==> src/rtl/sprite_anim_renderer.sv <==
// Animated palette-indexed sprite renderer between the VGA controller and the colour compositor.
// Latency: 3 vga_clk cycles from DrawX/DrawY/blank to red/green/blue/sprite_hit.
// Backpressure: none; consumes one pixel per cycle in raster order, never stalls.
module sprite_anim_renderer #(
  parameter int IMG_W           = 110,
  parameter int IMG_H           = 86,
  parameter int NUM_FRAMES      = 4,
  parameter int FRAME_HOLD      = 8,
  parameter int FULLSCREEN      = 0,
  parameter int SCALE_SHIFT     = 1,
  parameter int SCREEN_W        = 640,
  parameter int SCREEN_H        = 480,
  parameter int IDX_W           = 4,
  parameter int ADDR_W          = 16,
  parameter int TRANSPARENT_IDX = 0,
  localparam int FRAME_W        = (NUM_FRAMES > 1) ? $clog2(NUM_FRAMES) : 1
) (
  input  logic               vga_clk,
  input  logic               reset,
  input  logic [9:0]         DrawX,
  input  logic [9:0]         DrawY,
  input  logic               blank,
  input  logic [9:0]         pos_x,
  input  logic [9:0]         pos_y,
  input  logic               anim_en,
  input  logic               anim_loop,
  input  logic               anim_restart,
  output logic [ADDR_W-1:0]  rom_address,
  input  logic [IDX_W-1:0]   rom_q,
  output logic [IDX_W-1:0]   pal_index,
  input  logic [3:0]         pal_red,
  input  logic [3:0]         pal_green,
  input  logic [3:0]         pal_blue,
  output logic [3:0]         red,
  output logic [3:0]         green,
  output logic [3:0]         blue,
  output logic               sprite_hit,
  output logic [FRAME_W-1:0] anim_frame,
  output logic               anim_done
);

  localparam int HOLD_W   = (FRAME_HOLD > 1) ? $clog2(FRAME_HOLD) : 1;
  localparam int FRAME_SZ = IMG_W * IMG_H;
  localparam logic [FRAME_W-1:0] LAST_FRAME = FRAME_W'(NUM_FRAMES - 1);
  localparam logic [HOLD_W-1:0]  HOLD_MAX   = HOLD_W'(FRAME_HOLD - 1);
  localparam logic [IDX_W-1:0]   TRANS_IDX  = IDX_W'(TRANSPARENT_IDX);

  typedef enum logic {ST_PLAY, ST_HOLD_LAST} anim_state_t;

  anim_state_t        r_state, w_state_nxt;
  logic [FRAME_W-1:0] r_frame, w_frame_nxt;
  logic [HOLD_W-1:0]  r_hold, w_hold_nxt;
  logic               r_restart, w_restart_nxt;
  logic               w_frame_start, w_restart_req;

  // Pipeline registers
  logic [ADDR_W-1:0]  r_rom_address;
  logic               r_in_box1, r_blank1, r_in_box2, r_blank2;
  logic [3:0]         r_red, r_green, r_blue;
  logic               r_hit;

  // Address datapath (32-bit working width, cast down at the register)
  logic [10:0] w_dx, w_dy, w_px, w_py, w_xend, w_yend;
  logic        w_in_box_pos, w_in_box_fs, w_in_box, w_opaque;
  logic [31:0] w_lx_pos, w_ly_pos, w_lx_fs, w_ly_fs, w_lx, w_ly;
  logic [31:0] w_base, w_addr;

  assign w_frame_start = (DrawX == 10'd0) && (DrawY == 10'd0);
  assign w_restart_req = r_restart | anim_restart;

  // Animation next-state: frame only moves on frame_start; a pending restart beats advancement
  always_comb begin
    w_state_nxt   = r_state;
    w_frame_nxt   = r_frame;
    w_hold_nxt    = r_hold;
    w_restart_nxt = w_restart_req;
    if (w_frame_start) begin
      w_restart_nxt = 1'b0;
      if (w_restart_req) begin
        w_frame_nxt = '0;
        w_hold_nxt  = '0;
        w_state_nxt = ST_PLAY;
      end else if (anim_en) begin
        case (r_state)
          ST_PLAY: begin
            if (r_hold == HOLD_MAX) begin
              w_hold_nxt = '0;
              if (r_frame == LAST_FRAME) begin
                if (anim_loop) w_frame_nxt = '0;
                else           w_state_nxt = ST_HOLD_LAST;
              end else begin
                w_frame_nxt = r_frame + FRAME_W'(1);
              end
            end else begin
              w_hold_nxt = r_hold + HOLD_W'(1);
            end
          end
          ST_HOLD_LAST: begin
            // Parked on the last frame; only re-enabling loop lets a fresh hold period run out
            if (anim_loop) begin
              if (r_hold == HOLD_MAX) begin
                w_hold_nxt  = '0;
                w_frame_nxt = '0;
                w_state_nxt = ST_PLAY;
              end else begin
                w_hold_nxt = r_hold + HOLD_W'(1);
              end
            end
          end
          default: w_state_nxt = ST_PLAY;
        endcase
      end
    end
  end

  // Animation state register
  always_ff @(posedge vga_clk) begin
    if (reset) begin
      r_state   <= ST_PLAY;
      r_frame   <= '0;
      r_hold    <= '0;
      r_restart <= 1'b0;
    end else begin
      r_state   <= w_state_nxt;
      r_frame   <= w_frame_nxt;
      r_hold    <= w_hold_nxt;
      r_restart <= w_restart_nxt;
    end
  end

  // Positioned mode: 11-bit compares so a sprite hanging off the right/bottom clips instead of wrapping
  assign w_dx   = {1'b0, DrawX};
  assign w_dy   = {1'b0, DrawY};
  assign w_px   = {1'b0, pos_x};
  assign w_py   = {1'b0, pos_y};
  assign w_xend = w_px + 11'(IMG_W << SCALE_SHIFT);
  assign w_yend = w_py + 11'(IMG_H << SCALE_SHIFT);
  assign w_in_box_pos = (w_dx >= w_px) && (w_dx < w_xend) && (w_dy >= w_py) && (w_dy < w_yend);
  assign w_lx_pos = 32'((w_dx - w_px) >> SCALE_SHIFT);
  assign w_ly_pos = 32'((w_dy - w_py) >> SCALE_SHIFT);

  // Fullscreen mode: stretch by exact truncating scale of screen to texel coordinates
  assign w_in_box_fs = ({22'd0, DrawX} < 32'(SCREEN_W)) && ({22'd0, DrawY} < 32'(SCREEN_H));
  assign w_lx_fs = ({22'd0, DrawX} * 32'(IMG_W)) / 32'(SCREEN_W);
  assign w_ly_fs = ({22'd0, DrawY} * 32'(IMG_H)) / 32'(SCREEN_H);

  assign w_in_box = (FULLSCREEN != 0) ? w_in_box_fs : w_in_box_pos;
  assign w_lx     = (FULLSCREEN != 0) ? w_lx_fs : w_lx_pos;
  assign w_ly     = (FULLSCREEN != 0) ? w_ly_fs : w_ly_pos;

  // Base follows the next frame so the (0,0) pixel already reads the newly selected frame
  assign w_base = 32'(w_frame_nxt) * 32'(FRAME_SZ);
  assign w_addr = w_base + w_ly * 32'(IMG_W) + w_lx;

  // S1/S2: register ROM address and carry in_box/blank alongside the ROM read
  always_ff @(posedge vga_clk) begin
    if (reset) begin
      r_rom_address <= '0;
      r_in_box1     <= 1'b0;
      r_blank1      <= 1'b0;
      r_in_box2     <= 1'b0;
      r_blank2      <= 1'b0;
    end else begin
      r_rom_address <= w_in_box ? ADDR_W'(w_addr) : '0;
      r_in_box1     <= w_in_box;
      r_blank1      <= blank;
      r_in_box2     <= r_in_box1;
      r_blank2      <= r_blank1;
    end
  end

  // Transparency applies only in positioned mode
  assign w_opaque = r_in_box2 && ((FULLSCREEN != 0) || (rom_q != TRANS_IDX));

  // S3: register colour, forced to black outside the visible region or sprite
  always_ff @(posedge vga_clk) begin
    if (reset) begin
      r_red   <= 4'd0;
      r_green <= 4'd0;
      r_blue  <= 4'd0;
      r_hit   <= 1'b0;
    end else if (r_blank2 && w_opaque) begin
      r_red   <= pal_red;
      r_green <= pal_green;
      r_blue  <= pal_blue;
      r_hit   <= 1'b1;
    end else begin
      r_red   <= 4'd0;
      r_green <= 4'd0;
      r_blue  <= 4'd0;
      r_hit   <= 1'b0;
    end
  end

  assign rom_address = r_rom_address;
  assign pal_index   = rom_q;
  assign red         = r_red;
  assign green       = r_green;
  assign blue        = r_blue;
  assign sprite_hit  = r_hit;
  assign anim_frame  = r_frame;
  assign anim_done   = (r_state == ST_HOLD_LAST);

endmodule

==> config.mk <==
export PLATFORM = sky130hd
export DESIGN_NAME = sprite_anim_renderer
export DESIGN_NICKNAME = d
export VERILOG_FILES = /design/src/rtl/sprite_anim_renderer.sv
export SDC_FILE = /design/constraint.sdc
export NUM_CORES = 1
export LEC_CHECK = 0
export ABC_AREA = 1
export CORE_MARGIN = 1.5
export CORE_UTILIZATION = 49
export CTS_CLUSTER_DIAMETER = 200
export DETAILED_ROUTE_END_ITERATION = 8
export GPL_ROUTABILITY_DRIVEN = 0
export GPL_TIMING_DRIVEN = 1
export HOLD_SLACK_MARGIN = 0.03
export PLACE_DENSITY = 0.78
export SLEW_MARGIN = 25
export SYNTH_ARGS = -nofsm -noshare
export SYNTH_HDL_FRONTEND = slang
export SYNTH_SLANG_ARGS = --single-unit
==> constraint.sdc <==
create_clock -name vga_clk -period 7 [get_ports vga_clk]
set_clock_uncertainty 0.2 [all_clocks]
set_input_delay 1.4 -clock vga_clk [delete_from_list [all_inputs] [get_ports vga_clk]]
set_output_delay 1.4 -clock vga_clk [all_outputs]
set_load 0.005 [all_outputs]
==> run_results.csv <==
group,metric,value,unit
status,status,"finished, final reports clean",
timing,worst_pin_slew,0.4995,ns
floorplanning,die_w,108.4,um
setup_path,crit_path_end_kind,"register",
routing,vias,5591,
finish,final_core_util,75.29,%
min_path,worstHoldStart,"r_blank1",
finish,nFillCells,726,
timing,finalSetupViolCount,0,
min_path,hold_path_class,"reg2reg",
finish,n_antenna_cell,0,
cts,clock-sinks,40,
floorplanning,die_y,108.4,um
setup_path,worst-path-max-fanout,5,
logic_synthesis,ys_types,43,
min_path,hold_path_depth,2,
cts,clockBufferDepth,2,
global_route,antenna_found_initial,0,
global_route,grt_pass1_vias,5328,
routing,vias_per_cell,5.125,
logic_synthesis,yosysTopAreaCell,"ha_1",
setup_path,worstReg2RegEnd,"rom_address[15]",
logic_synthesis,synth_ff_type,"dfxtp_1",
timing,drv_slew,0,
finish,final_nets,1136,
cts,worstSkewPairLatency,0.30,ns
routing,drt_iter0_drc,258,
placed_design,io_buffer_count,97,
placed_design,place_area,0.007365,mm2
global_route,grt_max_degree,18,
global_route,grt_pass1_wl,22710,um
cts,cts_tree,"yes",
timing,fin_crit_sh,99.12,%
routing,first_pass_iters,5,
finish,layout-drive-gt1-share,28.18,%
setup_path,rr_worst_depth,24,
floorplanning,ios,98,
setup_path,ff2ff_setup_slack,2.67,ns
floorplanning,initial_utilization,50.20,%
flow_run,drv_cap,0,
routing,ant_nets,0,
global_route,grt_overflow,0,
setup_path,crit_arrival,6.97,ns
logic_synthesis,syn-instance-count,737,
setup_path,worst_ep_required_time,7.04,ns
cts,h-tree-depth,2,
floorplanning,core,0.01084,mm2
logic_synthesis,synth_area_leaders,"ha_1, dfxtp_1, fa_1",
placed_design,hpwl,11200,um
logic_synthesis,ys_warn_count,0,
logic_synthesis,synth_top_area_share,19.54,%
finish,final_area,0.008162,mm2
timing,fmax,144.1,MHz
timing,max_slew_margin,66.42,%
logic_synthesis,syn_nets,923,
routing,wire_per_inst,14.60,um
cts,clk_pin_slew_worst_paths,0.08,ns
setup_path,r2r_start,"r_hold[0]",
finish,syn_to_final_growth,49.99,%
min_path,holdPathEnd,"r_blank2",
cts,cts_buffers,5,
logic_synthesis,ys_seq_elements,40,
floorplanning,dieArea,0.01175,mm2
timing,hold_viol_final,0,
logic_synthesis,async_reset_ff_share,0,%
setup_path,start_kind,"input pin",
global_route,track_usage,24.22,%
setup_path,crit_type,"in2reg",
logic_synthesis,synth_most_common_cell,"inv_1",
floorplanning,num_rows,38,
logic_synthesis,avgSynthCellArea,7.383,um2
logic_synthesis,yosysSeqAreaShare,14.72,%
logic_synthesis,synth-edff-count,0,
routing,routed_wl,15930,um
cts,root_buffer,"clkbuf_8",
logic_synthesis,netlist_top_cells_count,"inv_1, nand2_1, ha_1, nor2_1, a21oi_1",
timing,min_period,6.939,ns
logic_synthesis,synthesis.area,0.005441,mm2
routing,drc_errors,0,
timing,rsz0062_at_grt,"yes",
-- final cells by class --
cell class	count	area [um2]	share of cell area, %
multi-input cells	520	4613	56.52
repair buffers	213	1842	22.57
flip-flops and latches	40	800.8	9.811
inverters	170	643.1	7.880
well taps	140	175.2	2.146
clock buffers	5	68.82	0.8432
clock inverters	3	18.77	0.2300
-- stage by stage --
| stage | setup slack [ns] | hold WS (ns) | TNS [ns] | instances |
|---|---|---|---|---|
| floorplan | 0.0002460 | 0.1883 | 0 | 737 |
| global placement | -0.5246 | 0.1957 | -3.320 | 1069 |
| detailed placement | -0.6811 | 0.1961 | -4.233 | 1069 |
| CTS | 0.0007025 | 0.2095 | 0 | 1081 |
| global route | -0.1812 | 0.2306 | -0.8492 | 1091 |
| finish | 0.06142 | 0.2055 | 0 | 1091 |
-- logic make-up after synthesis --
kind of cell	count (synthesis)	synth area share (%)
AOI/OAI and AO/OA	90	9.589
adders and majority gates	124	33.89
xor gates and xnor gates	48	7.726
and+or+nand+nor	258	21.45
buffers and inverters	177	12.62
DFF	40	14.72
-- worst max-delay path by stage --
stage	to	depth (start not counted)	slack, ns	from
2_1_floorplan	rom_address[13]	28	0.0002	pos_y[2]
3_3_place_gp	rom_address[13]	29	-0.52	pos_y[4]
3_5_place_dp	rom_address[13]	29	-0.68	pos_y[4]
4_1_cts	rom_address[14]	33	0.0007	pos_y[5]
5_1_grt	rom_address[14]	31	-0.18	pos_y[2]
6_report	rom_address[14]	28	0.06	pos_y[2]
-- layer usage --
layer	GRT usage, %	part of all wire [%]	vias to the layer above
li1	-	-	2748
met1	26.49	38	2569
met2	47.11	52	212
met3	2.773	5.2	62
met4	9.492	4.5	0
met5	0	0	-
-- what timing repair did --
item | in CTS | in global routing
setup endpoints to repair | 7 | 9
buffers inserted | 4 | 10
hold buffers | 0 | 0
pin swaps | 31 | 61
resized for setup | 54 | 117
-- critical path, cell delays in order --
cell and delay (ns):
buf_8 0.08, inv_4 0.03, ha_4 0.29, inv_4 0.05, nor3_4 0.22, a21oi_2 0.10
o21ai_2 0.15, xor2_1 0.29, inv_2 0.11, fa_1 0.55, inv_2 0.04, fa_1 0.54
inv_2 0.04, fa_1 0.51, inv_2 0.05, ha_4 0.26, nand2_2 0.07, nand2_2 0.07
a31oi_4 0.18, xor2_1 0.20, fa_1 0.44, ha_1 0.37, buf_4 0.15, nand2_1 0.10
nor2_1 0.22, nand3_2 0.11, a31o_2 0.27, a21oi_2 0.10
-- flip-flops by register name (all words and copies together) (netlist names), 2 cells and up --
signal,count
anim_frame,2
red,4
rom_address,16
blue,4
green,4
r_hold,3
-- cells in the final DEF, fill, tap and decap left out, types with 21 or more instances in the layout --
cell,instances
inv_1,141
buf_4,114
nand2_1,106
clkdlybuf4s50_1,79
ha_1,64
nor2_1,50
dfxtp_1,40
fa_1,37
a21oi_1,35
xor2_1,30
inv_2,27
nand3_1,25
ha_4,21
Power is left out: the tool's default activity adds up to more than one toggle a clock period on the data nets, which glitch-free logic cannot reach.
